==> src/rtl/compress_pkg.sv <==
// Shared constants, width helper and output record for the block-bitmap compressor.
package compress_pkg;

  localparam int H_ACT_DEF = 1280;
  localparam int V_ACT_DEF = 720;
  localparam int BLK_W_DEF = 32;
  localparam int BLK_H_DEF = 10;

  function automatic int sum_width(input int bw, input int bh);
    return $clog2(bw * bh + 1);
  endfunction

  localparam int BX_W_DEF = $clog2(H_ACT_DEF / BLK_W_DEF);
  localparam int BY_W_DEF = $clog2(V_ACT_DEF / BLK_H_DEF);

  // Record handed to the bin buffer / target search at the default geometry.
  typedef struct packed {
    logic                bin;
    logic [BX_W_DEF-1:0] bx;
    logic [BY_W_DEF-1:0] by;
    logic                eof;
  } bin_out_t;

endpackage

==> src/rtl/bin_psum_ram.sv <==
// Per-column partial block sums: synchronous write, asynchronous read at the same index.
module bin_psum_ram #(
  parameter int DEPTH = 40,
  parameter int WIDTH = 9,
  parameter int AW    = $clog2(DEPTH)
) (
  input  logic             clk,
  input  logic             we,
  input  logic [AW-1:0]    addr,
  input  logic [WIDTH-1:0] wdata,
  output logic [WIDTH-1:0] rdata
);

  logic [WIDTH-1:0] mem [DEPTH];

  always_ff @(posedge clk) begin
    if (we) mem[addr] <= wdata;
  end

  assign rdata = mem[addr];

endmodule

==> src/rtl/bin_block_compress.sv <==
// Reduces a binary pixel mask stream to a thresholded BLK_W x BLK_H block bitmap,
// plus an upscaled debug bit for HDMI overlay.
module bin_block_compress
  import compress_pkg::*;
#(
  parameter int H_ACT = H_ACT_DEF,
  parameter int V_ACT = V_ACT_DEF,
  parameter int BLK_W = BLK_W_DEF,
  parameter int BLK_H = BLK_H_DEF,
  localparam int COLS  = H_ACT / BLK_W,
  localparam int ROWS  = V_ACT / BLK_H,
  localparam int SUM_W = sum_width(BLK_W, BLK_H),
  localparam int BX_W  = $clog2(COLS),
  localparam int BY_W  = $clog2(ROWS)
) (
  input  logic             clk,
  input  logic             rstn,
  input  logic             vsync,
  input  logic             de,
  input  logic             mask,
  input  logic [SUM_W-1:0] thresh,
  output logic             o_valid,
  output logic             o_bin,
  output logic [BX_W-1:0]  o_bx,
  output logic [BY_W-1:0]  o_by,
  output logic             o_eof,
  output logic             dbg_bin
);

  // Column/row counters carry one extra code so they can saturate past the last block.
  localparam int CX_W = $clog2(COLS + 1);
  localparam int CY_W = $clog2(ROWS + 1);
  localparam int PX_W = $clog2(BLK_W);
  localparam int PY_W = (BLK_H > 1) ? $clog2(BLK_H) : 1;

  localparam logic [CX_W-1:0] COLS_C = CX_W'(COLS);
  localparam logic [CY_W-1:0] ROWS_C = CY_W'(ROWS);

  logic [PX_W-1:0]  px;
  logic [CX_W-1:0]  bx;
  logic [PY_W-1:0]  py;
  logic [CY_W-1:0]  by;
  logic [SUM_W-1:0] acc;
  logic [SUM_W-1:0] thr_q;
  logic [SUM_W-1:0] tot;
  logic [SUM_W-1:0] psum_rd;
  logic             de_d;
  logic             synced;

  logic             in_range;
  logic             blk_end;
  logic             line_last;
  logic             complete;
  logic             psum_we;
  logic             bin_val;
  logic [BX_W-1:0]  col;
  logic [BX_W-1:0]  dbg_col;
  logic [COLS-1:0]  dbg_line;

  assign in_range  = de && !vsync && (bx < COLS_C) && (by < ROWS_C);
  assign blk_end   = (px == PX_W'(BLK_W - 1));
  assign line_last = (py == PY_W'(BLK_H - 1));
  assign complete  = in_range && blk_end && line_last;
  assign psum_we   = in_range && blk_end && !line_last;
  assign col       = bx[BX_W-1:0];
  assign dbg_col   = (bx >= COLS_C) ? BX_W'(COLS - 1) : col;

  // The first line of a block row bypasses the RAM, so stale contents never matter.
  assign tot     = acc + SUM_W'(mask) + ((py == '0) ? '0 : psum_rd);
  assign bin_val = (tot >= thr_q);

  bin_psum_ram #(
    .DEPTH (COLS),
    .WIDTH (SUM_W),
    .AW    (BX_W)
  ) u_psum (
    .clk   (clk),
    .we    (psum_we),
    .addr  (col),
    .wdata (tot),
    .rdata (psum_rd)
  );

  always_ff @(posedge clk or negedge rstn) begin
    if (!rstn) begin
      px     <= '0;
      bx     <= '0;
      py     <= '0;
      by     <= '0;
      acc    <= '0;
      de_d   <= 1'b0;
      thr_q  <= '0;
      synced <= 1'b0;
    end else if (vsync) begin
      px     <= '0;
      bx     <= '0;
      py     <= '0;
      by     <= '0;
      acc    <= '0;
      de_d   <= 1'b0;
      thr_q  <= thresh;
      synced <= 1'b1;
    end else begin
      de_d <= de;
      if (de) begin
        if (bx < COLS_C) begin
          if (blk_end) begin
            px <= '0;
            bx <= bx + 1'b1;
          end else begin
            px <= px + 1'b1;
          end
        end
        if (in_range) acc <= blk_end ? '0 : acc + SUM_W'(mask);
      end else if (de_d) begin
        px  <= '0;
        bx  <= '0;
        acc <= '0;
        if (line_last) begin
          py <= '0;
          if (by < ROWS_C) by <= by + 1'b1;
        end else begin
          py <= py + 1'b1;
        end
      end
    end
  end

  always_ff @(posedge clk or negedge rstn) begin
    if (!rstn) begin
      o_valid <= 1'b0;
      o_bin   <= 1'b0;
      o_bx    <= '0;
      o_by    <= '0;
      o_eof   <= 1'b0;
    end else begin
      o_valid <= 1'b0;
      o_eof   <= 1'b0;
      if (complete && synced) begin
        o_valid <= 1'b1;
        o_bin   <= bin_val;
        o_bx    <= col;
        o_by    <= by[BY_W-1:0];
        o_eof   <= (bx == CX_W'(COLS - 1)) && (by == CY_W'(ROWS - 1));
      end
    end
  end

  always_ff @(posedge clk) begin
    if (complete && synced) dbg_line[col] <= bin_val;
  end

  always_ff @(posedge clk or negedge rstn) begin
    if (!rstn) dbg_bin <= 1'b0;
    else       dbg_bin <= de ? dbg_line[dbg_col] : 1'b0;
  end

endmodule

==> config.mk <==
export PLATFORM = sky130hd
export DESIGN_NAME = bin_block_compress
export DESIGN_NICKNAME = d
export VERILOG_FILES = /design/src/rtl/compress_pkg.sv /design/src/rtl/bin_psum_ram.sv /design/src/rtl/bin_block_compress.sv
export SDC_FILE = /design/constraint.sdc
export NUM_CORES = 1
export LEC_CHECK = 0
export ABC_AREA = 1
export ABC_CLOCK_PERIOD_IN_PS = 6000
export BUFFER_PORTS_ARGS = -buffer_cell sky130_fd_sc_hd__clkbuf_2
export CORE_ASPECT_RATIO = 1.1
export CORE_MARGIN = 10
export CORE_UTILIZATION = 30
export DETAILED_ROUTE_END_ITERATION = 12
export GPL_ROUTABILITY_DRIVEN = 0
export PLACE_DENSITY = 0.43
export SLEW_MARGIN = 0
export SYNTH_ARGS = -nofsm -noshare
export SYNTH_HDL_FRONTEND = slang
export SYNTH_SLANG_ARGS = --single-unit
export TNS_END_PERCENT = 50
==> constraint.sdc <==
create_clock -name clk -period 6 [get_ports clk]
set_input_delay 1.2 -clock clk [delete_from_list [all_inputs] [get_ports clk]]
set_output_delay 1.2 -clock clk [all_outputs]
set_load 0.01 [all_outputs]
==> results.toml <==
[synthesis]
synthArstFlopShare = 0.129
synth_edf_count = 400
seq_area_frac_synth = 0.687
synth_ff_type = "edfxtp_1"
syn-cell-area_sq_um = 19600
yosysTopAreaCell = "edfxtp_1"
synth.distinct_cells = 36
yosys_warnings = 0
synth.net_count = 1794
synthCells = 1752
synthDominantCellAreaShare = 0.612
ys_seq_elements = 459
synth_area_leaders = "edfxtp_1, nand2_1, dfrtp_1, nand3_1, a21oi_1"
synth.avg_cell_area_sq_um = 11.2

[floorplan]
io_pins = 31
dieArea_sq_um = 76100
num_rows = 98
die_h_um = 288
initial_core_util = 0.302
core_area_sq_um = 65000
die_w_um = 264

[hold_path]
hp-class = "reg2reg"
worst_hold_path.num_cells = 2

[timing]
fin_setup_tns_ns = 0
period_needed_ns = 5.38
clock.fmax_ghz = 0.186
maxSlewHeadroom = 0.350
fin_crit_sh = 0.896
finalSetupViolCount = 0
rsz0062_at_grt = "no"
skew_ns = 0.0258
drv_slew = 0
hold_violations = 0
setup_ws_ns = 0.622
timing.hold.ws_ns = 0.469
worst_pin_slew_ns = 0.963

[cells_and_area]
fillerInstances = 6506
nNetsFinal = 1882
syn2layout_area_growth_pct = 16.4
final_area_sq_um = 22800
instances_no_fill = 2728
drive_gt1_frac = 0.141
regArea_sq_um = 13500
layout_commonest_cell = "nand2_1"
antenna_cells = 0
layout_common_cells = "nand2_1, edfxtp_1, nand3_1"
multi_input_area_sq_um = 5450

[grt]
gr-total-overflow = 0
grtUsageTotal = 0.155
grt_pass1_vias = 13359
grt_max_degree = 66
grt_pass1_wl_um = 89300
antenna_found_initial = 2

[critical_path]
start_kind = "flop"
crit_top_cell = "nand2_1"
crit_type = "reg2reg"
end_kind = "flop"
required_ns = 6.34
path_buf_inv = 5
slowest_stage = "fa_1"
ff2ff_path_depth = 28
critPathTopFamily = "simple AND/OR/NAND/NOR gates"
worstPathArrival_ns = 5.72
cp_num_cells = 28
cpPeakStageDelay_ns = 0.48
path_max_fanout = 49

[route]
vias = 13358
ant_nets = 0
drt_iter0_drc = 941
drt-wirelength-per-cell_um = 21.9
viasPerCell = 4.90
drtPass1Iterations = 5
route.detailed.drc = 0
wirelength_um = 59700

[placed_design]
placed_area_sq_um = 21200
post-place-ws_ns = 0.595
post-place-cells = 2638
port_buffers = 30
hpwlAfterDp_um = 37600

[power]
intPower_mw = 5.72
p_leak_nw = 8.53
ir_worst_vdd_mv = 0.207
swShare = 0.254
clockPowerShare = 0.403
p_comb_frac = 0.109
powerDensity_nw_per_um2 = 336
power_frac_seq = 0.488
power.switching_mw = 1.95

[outcome]
status = "completed"

[clock_tree]
clk_path_buf_depth = 3
cts_tree = "done"
clock_tree.root_cell = "clkbuf_16"
cts_sinks = 459
clock_latency_ns = 0.61
h-tree-depth = 2
hold_buffers = 0
clk_pin_slew_ns = 0.06
numCtsBuffers = 50

[flow_run]
maxCapViolations = 0
cell type report:
cell class / count / share of cell area
clock buffer: 64 / 0.0612
timing repair buffer: 119 / 0.0369
tap: 850 / 0.0465
multi-input combinational: 1115 / 0.239
inverter: 95 / 0.0158
sequential: 459 / 0.590
clock inverter: 26 / 0.0106
kinds of logic (layout without fill, tap and decap cells):
group	after synthesis	count (layout)	synth area share
buf+inv	178	304	0.0380
compound gates	181	181	0.0500
xor+xnor	11	11	0.00491
fa+ha+maj	28	28	0.0182
flops	459	459	0.687
simple gates	895	895	0.202
final timing paths:
path                        from            to  slack (ns)
max                        bx[0]  dbg_line[18]        0.62
max in group asynchronous   rstn        synced        4.61
max reg2reg                bx[0]  dbg_line[18]        0.62
min                        o_bin         o_bin        0.47
min in group asynchronous   rstn         bx[0]        0.80
min reg2reg                o_bin         o_bin        0.47
worst min-delay path, delay by kind of cell, from the launching register on:
| kind | cells | cell delay (ns) |
|---|---|---|
| flip-flops | 1 | 0.34 |
| AND/OR/NAND/NOR | 2 | 0.09 |
power by group through the flow:
stage	clock network [mW]	registers, mW	logic [mW]
final	3.09	3.74	0.837
after global routing	3.30	3.74	0.939
after CTS	3.18	3.74	0.868
after detailed placement	0	3.81	0.869
after global placement	0	3.81	0.857
after floorplan	0	3.82	0.451
cell usage after synthesis (all sizes together) (27+ instances only):
cell and number:
a21oi 83, buf 41, clkbuf 42, dfrtp 59, edfxtp 400, ha 27, inv 93, nand2 571
nand3 89, nand4 34, nor2 91, nor3 94, o21ai 73
sequential cells by signal, summed over array words and instances, names as in the netlist:
register	cells
o_bin	1
acc	9
px	5
by	7
o_by	7
thr_q	9
dbg_line	40
u_psum.mem	360
o_eof	1
synced	1
o_bx	6
dbg_bin	1
py	4
o_valid	1
bx	6
de_d	1
metrics by stage:
step                      total power, mW   util
after floorplan                      4.27      -
after global placement               4.67  0.326
after detailed placement             4.68  0.326
after CTS                            7.79  0.352
after global routing                 7.99  0.352
final                                7.68  0.352
layer usage:
layer	GRT usage	wire length, um	vias to the layer above
li1	-	-	6228
met1	0.197	25700	6687
met2	0.269	29600	356
met3	0.0242	3010	87
met4	0.0422	1380	0
met5	0	0	-
timing repair:
action                                  in CTS  in global routing
endpoints found under the setup margin       0                 41
gates resized for setup                      0                  1
setup buffers                                0                  0
(Power assumes the default switching activity.)
